`config.mk`:
```
export PLATFORM = sky130hd
export DESIGN_NAME = ssr_read_arbiter
export DESIGN_NICKNAME = d
export VERILOG_FILES = /design/src/rtl/ssr_read_arbiter.sv
export SDC_FILE = /design/constraint.sdc
export NUM_CORES = 1
export LEC_CHECK = 0
export ABC_AREA = 1
export CORE_MARGIN = 2
export CORE_UTILIZATION = 30
export CTS_BUF_LIST = sky130_fd_sc_hd__clkbuf_16
export DETAILED_ROUTE_END_ITERATION = 6
export SETUP_SLACK_MARGIN = 0.1
export SYNTH_ARGS = -nofsm -noshare
export SYNTH_HDL_FRONTEND = slang
export SYNTH_SLANG_ARGS = --single-unit
```
`constraint.sdc`:
```
create_clock -name clk -period 2.5 [get_ports clk]
set_clock_uncertainty 0.15 [all_clocks]
set_input_delay 0.5 -clock clk [delete_from_list [all_inputs] [get_ports clk]]
set_output_delay 0.5 -clock clk [all_outputs]
set_load 0.05 [all_outputs]
```
`src/rtl/ssr_read_arbiter.sv`:
```
// rtl/ssr_read_arbiter.sv - round-robin arbiter and SPI burst sequencer for the SSR byte source
//
// Shares one SPI byte source between NUM_REQ distribution units. The granted unit gets one
// chip-select-framed burst of up to BURST_LEN bytes, each delivered over a 4-phase
// byte_ready / byte_received_ack handshake.
//
// Ports:
//   clk, rst            clock (rising edge), asynchronous active-high reset
//   readssr_req         per-unit burst request, held for the whole burst
//   byte_received_ack   per-unit byte acknowledge (level, 4-phase)
//   byte_ready          per-unit byte valid, only the granted bit can be set
//   byte_out            shared byte data, valid while byte_ready is set
//   grant               one-hot burst owner, zero when idle
//   spi_cs_n            SPI chip select, low for the whole burst
//   spi_start           one-cycle pulse starting a byte transfer
//   spi_tx              constant transmit byte
//   spi_done, spi_rx    transfer-complete pulse and received byte

module ssr_read_arbiter #(
  parameter int         NUM_REQ   = 2,
  parameter int         BURST_LEN = 40,
  parameter logic [7:0] TX_BYTE   = 8'h00,
  parameter int         CS_SETUP  = 2
) (
  input  logic               clk,
  input  logic               rst,
  input  logic [NUM_REQ-1:0] readssr_req,
  input  logic [NUM_REQ-1:0] byte_received_ack,
  output logic [NUM_REQ-1:0] byte_ready,
  output logic [7:0]         byte_out,
  output logic [NUM_REQ-1:0] grant,
  output logic               spi_cs_n,
  output logic               spi_start,
  output logic [7:0]         spi_tx,
  input  logic               spi_done,
  input  logic [7:0]         spi_rx
);

  localparam int IW = (NUM_REQ > 1) ? $clog2(NUM_REQ) : 1;
  localparam int CW = $clog2(BURST_LEN + 1);
  localparam int SW = (CS_SETUP > 1) ? $clog2(CS_SETUP) : 1;

  // The transfer state is entered together with the spi_start pulse, so the cycle in which
  // spi_start is high already belongs to the wait for spi_done. This gives the one-cycle
  // ack-low to spi_start latency without a separate issue state.
  typedef enum logic [2:0] {
    S_IDLE,
    S_SETUP,
    S_WAIT_DONE,
    S_PRESENT,
    S_ACK_LOW,
    S_RELEASE
  } state_t;

  state_t          state;
  logic [IW-1:0]   own;         // index of the granted unit
  logic [IW-1:0]   rr_ptr;      // highest-priority unit for the next arbitration
  logic [CW-1:0]   count;       // bytes completed in this burst
  logic [SW-1:0]   setup_cnt;
  logic            abort_pend;  // owner dropped its request while a transfer was in flight

  logic            own_req;
  logic            own_ack;
  logic            pick_valid;
  logic [IW-1:0]   pick_idx;
  logic [IW-1:0]   cand;
  int              sum;

  assign spi_tx  = TX_BYTE;
  assign own_req = readssr_req[own];
  assign own_ack = byte_received_ack[own];

  // Round-robin pick: scan offsets from the highest down so the lowest offset from rr_ptr
  // that is requesting wins.
  always_comb begin
    pick_valid = 1'b0;
    pick_idx   = '0;
    cand       = '0;
    sum        = 0;
    for (int i = NUM_REQ - 1; i >= 0; i--) begin
      sum = int'(rr_ptr) + i;
      if (sum >= NUM_REQ) begin
        sum = sum - NUM_REQ;
      end
      cand = IW'(sum);
      if (readssr_req[cand]) begin
        pick_valid = 1'b1;
        pick_idx   = cand;
      end
    end
  end

  always_ff @(posedge clk or posedge rst) begin
    if (rst) begin
      state      <= S_IDLE;
      own        <= '0;
      rr_ptr     <= '0;
      count      <= '0;
      setup_cnt  <= '0;
      abort_pend <= 1'b0;
      byte_ready <= '0;
      byte_out   <= '0;
      grant      <= '0;
      spi_cs_n   <= 1'b1;
      spi_start  <= 1'b0;
    end else begin
      spi_start <= 1'b0;
      case (state)
        S_IDLE: begin
          if (pick_valid) begin
            own       <= pick_idx;
            grant     <= NUM_REQ'(1) << pick_idx;
            spi_cs_n  <= 1'b0;
            count     <= '0;
            setup_cnt <= '0;
            state     <= S_SETUP;
          end
        end

        S_SETUP: begin
          if (!own_req) begin
            state <= S_RELEASE;
          end else if (setup_cnt == SW'(CS_SETUP - 1)) begin
            spi_start  <= 1'b1;
            abort_pend <= 1'b0;
            state      <= S_WAIT_DONE;
          end else begin
            setup_cnt <= setup_cnt + SW'(1);
          end
        end

        // A transfer cannot be cancelled on the SPI side, so an abort waits for spi_done
        // and then throws the byte away.
        S_WAIT_DONE: begin
          if (spi_done) begin
            if (abort_pend || !own_req) begin
              state <= S_RELEASE;
            end else begin
              byte_out   <= spi_rx;
              byte_ready <= grant;
              state      <= S_PRESENT;
            end
          end else if (!own_req) begin
            abort_pend <= 1'b1;
          end
        end

        S_PRESENT: begin
          if (own_ack) begin
            byte_ready <= '0;
            count      <= count + CW'(1);
            state      <= S_ACK_LOW;
          end
        end

        S_ACK_LOW: begin
          if (!own_ack) begin
            if ((count == CW'(BURST_LEN)) || !own_req) begin
              state <= S_RELEASE;
            end else begin
              spi_start  <= 1'b1;
              abort_pend <= 1'b0;
              state      <= S_WAIT_DONE;
            end
          end
        end

        // cs_n rises here and IDLE needs at least one cycle, so cs_n is high for at least
        // one cycle between bursts.
        S_RELEASE: begin
          spi_cs_n <= 1'b1;
          grant    <= '0;
          rr_ptr   <= (own == IW'(NUM_REQ - 1)) ? '0 : own + IW'(1);
          state    <= S_IDLE;
        end

        default: begin
          state <= S_IDLE;
        end
      endcase
    end
  end

endmodule

```
---- After elaboration in Yosys (flattened, before gate mapping) ----
Cells that the tools add are included.
storage, ports and cells
  register bits ........................... 27
  output and inout port bits .............. 22
  logic and storage cells ................. 108
operators by class
  $add $sub $neg .......................... 6
  order comparisons ....................... 5
  equal/unequal tests ..................... 17
  shifts and indexed selects .............. 1
  mux-type cells .......................... 50
  bitwise operators ....................... 1
  reductions and logical operators ........ 17
operator list
  cell                                                                          number
  1-bit two-way mux                                                             28
  3-bit two-way mux                                                             8
  2-bit != test, second input constant                                          10
  3-bit case mux with 5 select lines                                            1
  6-bit two-way mux                                                             2
  6-bit case mux with 2 select lines                                            1
  3-bit AND reduction                                                           3
  2-bit two-way mux                                                             4
  2-bit case mux with 2 select lines                                            2
  2-bit nonzero test                                                            4
  7-bit AND reduction                                                           1
  6-bit by 1-bit adder with 6-bit output, second input constant                 1
  3-bit by 2-bit equality test with 1-bit output, second input constant         2
  3-bit equality test, second input constant                                    2
  6-bit equality test, second input constant                                    1
  1-bit by 2-bit less-than comparator with 1-bit output, second input constant  3
  1-bit case mux with 2 select lines                                            3
  5-bit AND reduction                                                           1
  2-bit AND reduction                                                           2
  4-bit AND reduction                                                           1
  3-bit by 1-bit equality test with 1-bit output, second input constant         1
  3-bit logical NOT                                                             1
  3-bit != test, second input constant                                          1
  1-bit case mux with 3 select lines                                            1
  other kinds (10)                                                              13

---- Depth between registers and ports, before layout ----
Gate-level depths: netlist of run 1.
  depth in word-level cells ............... 10
  mapped depth ............................ 10
  gate-level depth less buffers ........... 9

---- Worst setup path after synthesis of run 1 ----
No wires, ideal clock.
  kind .................................... input-to-reg
  start ................................... input spi_done
  end ..................................... register abort_pend
  arrival time ............................ 1137 ps
  data required time ...................... 2233 ps
  slack ................................... 1096 ps
  stages on the path ...................... 6
  buffers on the path ..................... 1
  path through ............................ buf_1 nand2_1 nand3_1 nor2_1 nand3_1 nand2_1
on the way
  word-level cells in the longest chain between the ends .. 2
RTL lines
  element                               RTL line  RTL
  start, declared                       35        input logic spi_done,
  2-bit != test (no source line)        n/a
  7-bit AND reduction (no source line)  n/a
  end signal, assigned                  100       abort_pend <= 1'b0;
  end signal, assigned                  125       abort_pend <= 1'b0;
  end signal, assigned                  144       abort_pend <= 1'b1;
  end, declared                         60        logic abort_pend;
No other way between the ends.
A chain may end at the register's enable or synchronous reset.

---- Worst setup path after layout of run 1 ----
  start ................................... register spi_cs_n
  end ..................................... output spi_cs_n
RTL lines
  element                 RTL line  RTL
  start, declared         32        output logic spi_cs_n,
  start signal, assigned  104       spi_cs_n <= 1'b1;
  start signal, assigned  113       spi_cs_n <= 1'b0;
  start signal, assigned  171       spi_cs_n <= 1'b1;
No word-level cell between the ends.

==> metrics.yaml, run 1 <==
ctsHoldBuffers: 0
overflow: 0
insertion_delay_ps: 260
drv_cap: 0
drt-initial-drc-count: 42
rsz0062_at_grt: "no"
worst_slew_pin_slew_ps: 513
ys_async_sr_fraction: 1.00
hold_class: "reg -> reg"
max-vdd-ir-drop_v: 0.000593
synth-main-ff-cell: "dfrtp_1"
power.density_nw_per_um2: 1230
period_needed_ps: 2230
drc: 0
antenna_left: 0
cp_slowest_stage_delay_ps: 790
yosys.area.top_type: "dfrtp_1"
timing.final.max_slew_violations: 0
synth_xor_area_frac: 0.00544
ys_warn_count: 0
initial_core_util: 0.313
yosys.area_share.simple: 0.392
cp_slowest_cell: "clkdlybuf4s50_1"
dieWidth_um: 77.3
postCtsSetupBuffers: 0
clk_path_buf_depth: 2
wirelength_um: 3480
design_area_um2: 2020
critical_path.cell_chain: "clkdlybuf4s50_1"
diodes: 0
grtUsageTotal: 0.129
syn_area_per_cell_um2: 7.70
hold_viol: 0
fin_cells: 309
synth-compound-area-share: 0.0583
firstDrtPassIters: 4
grt_pass1_vias: 1327
area_growth_pct: 25.2
synth_common_cells: "65 x nand2_1, 27 x nand3_1, 26 x dfrtp_1, 17 x nor2_1, 16 x inv_1"
cts_tree: "done"
fin_nets: 257
place_ws_ps: 452
synthMuxAreaShare: 0
grt_max_degree: 28
placed_cell_area_um2: 1940
synth_seq_cells: 27
vias: 1349
place_hpwl_um: 2680
setup_viol: 0
yosys.area.top_type_share: 0.404
synth_top_family_by_area: "simple AND/OR/NAND/NOR gates"
netlist_top_cells_area: "dfrtp_1 40%, nand2_1 15%, nand3_1 8.4%"
fin_crit_sh: 0.892
cts_inserted_buffers: 3
ys_seq_area_frac: 0.420
maxSlewHeadroom: 0.657
htreeDepth: 1
arrival_ps: 1580
synth-edff-count: 0
synth_area_um2: 1610
fin_ws_ps: 270
coreArea_um2: 5140
required_ps: 1850
cts_root_buffer: "clkbuf_16"
final_util: 0.392
synth_most_common_cell: "nand2_1"
gp_congestion: 0.863
cpLargestDelayFamily: "buffers and inverters"
synthDistinctLibCells: 27
drive_above_1_share: 0.138
rows: 26
power_leakage_nw: 1.05
worstPathMaxFanout: 2
worstSetupPathType: "reg -> out"
path_clk_slew_ps: 60
setup_tns_ps: 0
synthCells: 209
wl_per_cell_um: 11.3
grt_pass1_wl_um: 6200
dpl.cell_count: 305
antenna_found_initial: 0
cts_resized: 0
critical_path.endpoint_type: "primary output"
viasPerCell: 4.37
cp_num_buf_inv: 1
port_buffers: 28
cts.sinks: 27
status: "complete, no violations"
critPathLaunchType: "register"
fmax_ghz: 0.448
ios: 37
die_area_um2: 5970
synth_fa_ha_area_frac: 0.0155
die_h_um: 77.3
cell type report:
cell class / count / area [um^2]
Clock buffer: 3 / 75.1
Clock inverter: 1 / 3.75
Fill cell: 562 / 3120
Inverter: 23 / 88.8
Multi-Input combinational cell: 155 / 788
Sequential cell: 27 / 677
Tap cell: 70 / 87.6
Timing Repair Buffer: 30 / 295
power breakdown:
group / total (W) / internal [W] / switching [W]
logic: 0.00138 / 0.000443 / 0.000940
registers: 0.000737 / 0.000605 / 0.000132
clock network: 0.000360 / 0.000214 / 0.000146
total: 0.00248 / 0.00126 / 0.00122
sequential cells by signal (all words and copies together), names as in the netlist:
signal / count
count: 6
rr_ptr: 1
grant: 2
byte_ready: 2
abort_pend: 1
state: 3
setup_cnt: 1
spi_start: 1
spi_cs_n: 1
byte_out: 8
own: 1
path summary, 6_finish.rpt:
path / slack (ps) / startpoint / endpoint / cells past startpoint
setup reg to reg: 880 / state[0] / count[3] / 7
hold / removal: 320 / spi_cs_n / spi_cs_n / 2
hold reg to reg: 320 / spi_cs_n / spi_cs_n / 2
min in group asynchronous: 450 / rst / byte_out[5] / 3
setup / recovery: 270 / spi_cs_n / spi_cs_n / 1
max in group asynchronous: 1440 / rst / spi_cs_n / 3
cells in the final DEF, fill, tap and decap left out:
cell	Yosys	layout
nor2_1	17	17
clkbuf_16	0	3
dfstp_2	1	1
clkdlybuf4s50_1	0	28
nand2_4	6	6
inv_2	6	6
nand3b_4	1	1
a21oi_4	1	1
nand2_1	65	65
a21oi_2	1	1
dfrtp_1	26	26
nand2_2	3	3
buf_4	9	2
nand4_1	3	3
nor2_2	3	3
nand3_1	27	27
nand4_2	1	1
nor2_4	1	1
o21ai_0	10	10
xor2_1	1	1
a21oi_1	2	2
inv_4	1	1
o21ai_2	1	1
inv_1	16	17
nand3_2	2	2
ha_1	2	2
conb_1	1	8
worst register-to-register path, stage by stage (launching register included):
cell,delay [ps]
dfrtp_1,530
nand3_2,250
inv_4,190
nand2_4,70
nand2_4,110
nand3_1,70
nand2_1,80
a21oi_2,50
through the flow:
stage               power [W]  hold slack [ps]
floorplan             0.00176              292
detailed placement    0.00213              313
finish                0.00248              319
CTS                   0.00250              326
global placement      0.00213              305
global route          0.00269              335
cell families after synthesis:
logic type	Yosys count
buffers and inverters	34
and+or+nand+nor	129
AOI/OAI and AO/OA	15
adders and majority gates	2
other	1
xor gates and xnor gates	1
DFF	27
routing by layer:
metal	track usage	wire length [um]	vias to the layer above	share of wire
met5	0	0	-	0
met4	0.0429	55	0	0.016
met3	0.0176	67	5	0.019
met2	0.205	1600	20	0.46
met1	0.180	1760	619	0.50
li1	-	-	705	-
(Power assumes the default switching activity.)
==> inputs of run 2 (changes only) <==
Settings changed: CELL_PAD_IN_SITES_DETAIL_PLACEMENT set to 0, CELL_PAD_IN_SITES_GLOBAL_PLACEMENT set to 1, PLACE_DENSITY_LB_ADDON set to 0.1.
==> run 2 against run 1 <==
Effect of this change:
- die area is the same
- register-to-register slack is essentially flat
- worst hold slack lost 2.1 ps
- first-iteration DRC count grew 76%
- combinational power is essentially flat
- clock power grew 5%
- highest routed layer unchanged
- flip-flop and latch count is the same
==> metrics.yaml, run 2 (synthesis gave the netlist of run 1 again) <==
critical_path.cell_chain: "clkdlybuf4s50_1"  # unchanged
cp_slowest_stage_delay_ps: 800  # was 790 ps
setup_viol: 0  # unchanged
grtUsageTotal: 0.139  # was 0.129
critPathLaunchType: "register"  # unchanged
largest_register_ff_count: 8  # unchanged
maxSlewHeadroom: 0.661  # was 0.657
die_h_um: 77.3  # unchanged
final_common_cell: "nand2_1"  # unchanged
insertion_delay_ps: 270  # was 260 ps
fin_nets: 257  # unchanged
wirelength_um: 3720  # was 3480 um
sw_frac_of_total: 0.496  # was 0.491
die_area_um2: 5970  # unchanged
grt_pass1_wl_um: 6640  # was 6200 um
status: "complete, no violations"  # unchanged
cts_resized: 0  # unchanged
switching_power_w: 0.00124  # was 0.00122 W
largest-register: "byte_out"  # unchanged
cpLargestDelayFamily: "buffers and inverters"  # unchanged
antenna_found_initial: 0  # unchanged
timing.final.max_slew_violations: 0  # unchanged
clk_path_buf_depth: 2  # unchanged
ctsHoldBuffers: 0  # unchanged
hold_class: "reg -> reg"  # unchanged
place_hpwl_um: 2820  # was 2680 um
htreeDepth: 1  # unchanged
period_needed_ps: 2250  # was 2230 ps
path_clk_slew_ps: 70  # was 60 ps
worst_slew_pin_slew_ps: 506  # was 513 ps
cts_root_buffer: "clkbuf_16"  # unchanged
cp_num_buf_inv: 1  # unchanged
viasPerCell: 4.40  # was 4.37
antenna_left: 0  # unchanged
grt_max_degree: 28  # unchanged
worstPathMaxFanout: 2  # unchanged
power_leakage_nw: 1.04  # was 1.05 nW
power.density_nw_per_um2: 1240  # was 1230 nW/um^2
required_ps: 1850  # about the same
postCtsSetupBuffers: 0  # unchanged
hold_viol: 0  # unchanged
wl_per_cell_um: 12.0  # was 11.3 um
vias: 1360  # was 1349
cp_slowest_cell: "clkdlybuf4s50_1"  # unchanged
fmax_ghz: 0.444  # was 0.448 GHz
area_growth_pct: 25.3  # was 25.2%
arrival_ps: 1600  # was 1580 ps
grt_pass1_vias: 1399  # was 1327
cts_inserted_buffers: 3  # unchanged
cts_tree: "done"  # unchanged
seqPwrFrac: 0.293  # was 0.297
overflow: 0  # unchanged
comb_power_share: 0.556  # was 0.558
clockPowerShare: 0.151  # was 0.145
p_int_w: 0.00126  # about the same
drt-initial-drc-count: 74  # was 42
coreArea_um2: 5140  # unchanged
max-vdd-ir-drop_v: 0.000453  # was 0.000593 V
gp_congestion: 0.724  # was 0.863
rows: 26  # unchanged
initial_core_util: 0.313  # unchanged
setup_tns_ps: 0  # unchanged
port_buffers: 28  # unchanged
rsz0062_at_grt: "no"  # unchanged
fin_crit_sh: 0.900  # was 0.892
cts.sinks: 27  # unchanged
layout_common_cells: "65 x nand2_1, 28 x clkdlybuf4s50_1, 27 x nand3_1, 26 x dfrtp_1, 17 x nor2_1"  # was 65 x nand2_1, 28 x clkdlybuf4s50_1, 27 x nand3_1, 26 x dfrtp_1
critical_path.endpoint_type: "primary output"  # unchanged
holdWs_ps: 317  # was 319 ps
worstSetupPathType: "reg -> out"  # unchanged
drive_above_1_share: 0.142  # was 0.138
drv_cap: 0  # unchanged
drc: 0  # unchanged
diodes: 0  # unchanged
reg_top3: "byte_out (8), count (6), state (3)"  # unchanged
ios: 37  # unchanged
dieWidth_um: 77.3  # unchanged
firstDrtPassIters: 4  # unchanged
[run 2: cell types whose count changed in the layout (fill, tap and decap cells not counted), sizes merged]
cell / previous run / this run
clkinv: 0 / 1
inv: 24 / 23
[run 2: worst paths after layout]
path / start / end / slack (ps) / cells after the start
hold reg to reg: spi_cs_n / spi_cs_n / 320 / 2
setup reg to reg: state[0] / count[3] / 870 / 8
setup / recovery: spi_cs_n / spi_cs_n / 250 / 1
hold / removal: spi_cs_n / spi_cs_n / 320 / 2
max in group asynchronous: rst / spi_cs_n / 1450 / 3
min in group asynchronous: rst / grant[0] / 450 / 3
[run 2: area by class of cell]
type | instances | area, um^2
Fill cell | 554 | 3120
Multi-Input combinational cell | 155 | 788
Sequential cell | 27 | 677
Timing Repair Buffer | 30 | 295
Inverter | 23 | 88.8
Tap cell | 70 | 87.6
Clock buffer | 3 | 75.1
Clock inverter | 1 | 5.00
[run 2: metal layers]
metal	track usage	vias to the layer above	wire length [um]
li1	-	706	-
met1	0.190	623	1830
met2	0.219	26	1690
met3	0.0329	5	161
met4	0.0375	0	46
met5	0	-	0
[run 2: power groups by stage]
stage	registers [W]	logic (W)	clock network, W
2_1_floorplan	0.00107	0.000690	0
3_3_place_gp	0.000751	0.00141	0
3_5_place_dp	0.000737	0.00141	0
4_1_cts	0.000737	0.00141	0.000391
5_1_grt	0.000768	0.00154	0.000405
6_report	0.000736	0.00139	0.000378
[run 2: through the flow]
step                cells  utilization  setup WS (ps)  cell area [um^2]  power [W]
detailed placement    305        0.377            396              1940    0.00215
floorplan             216            -           1100              1640    0.00176
global placement      305        0.377            459              1940    0.00216
finish                309        0.392            249              2020    0.00251
global route          309        0.392            208              2020    0.00271
CTS                   309        0.392            234              2020    0.00254
==> inputs of run 3 (changes only) <==
Settings changed: TNS_END_PERCENT set to 20.
==> results of run 3 <==
No change in the layout: final DEF, timing and power equal those of run 2.
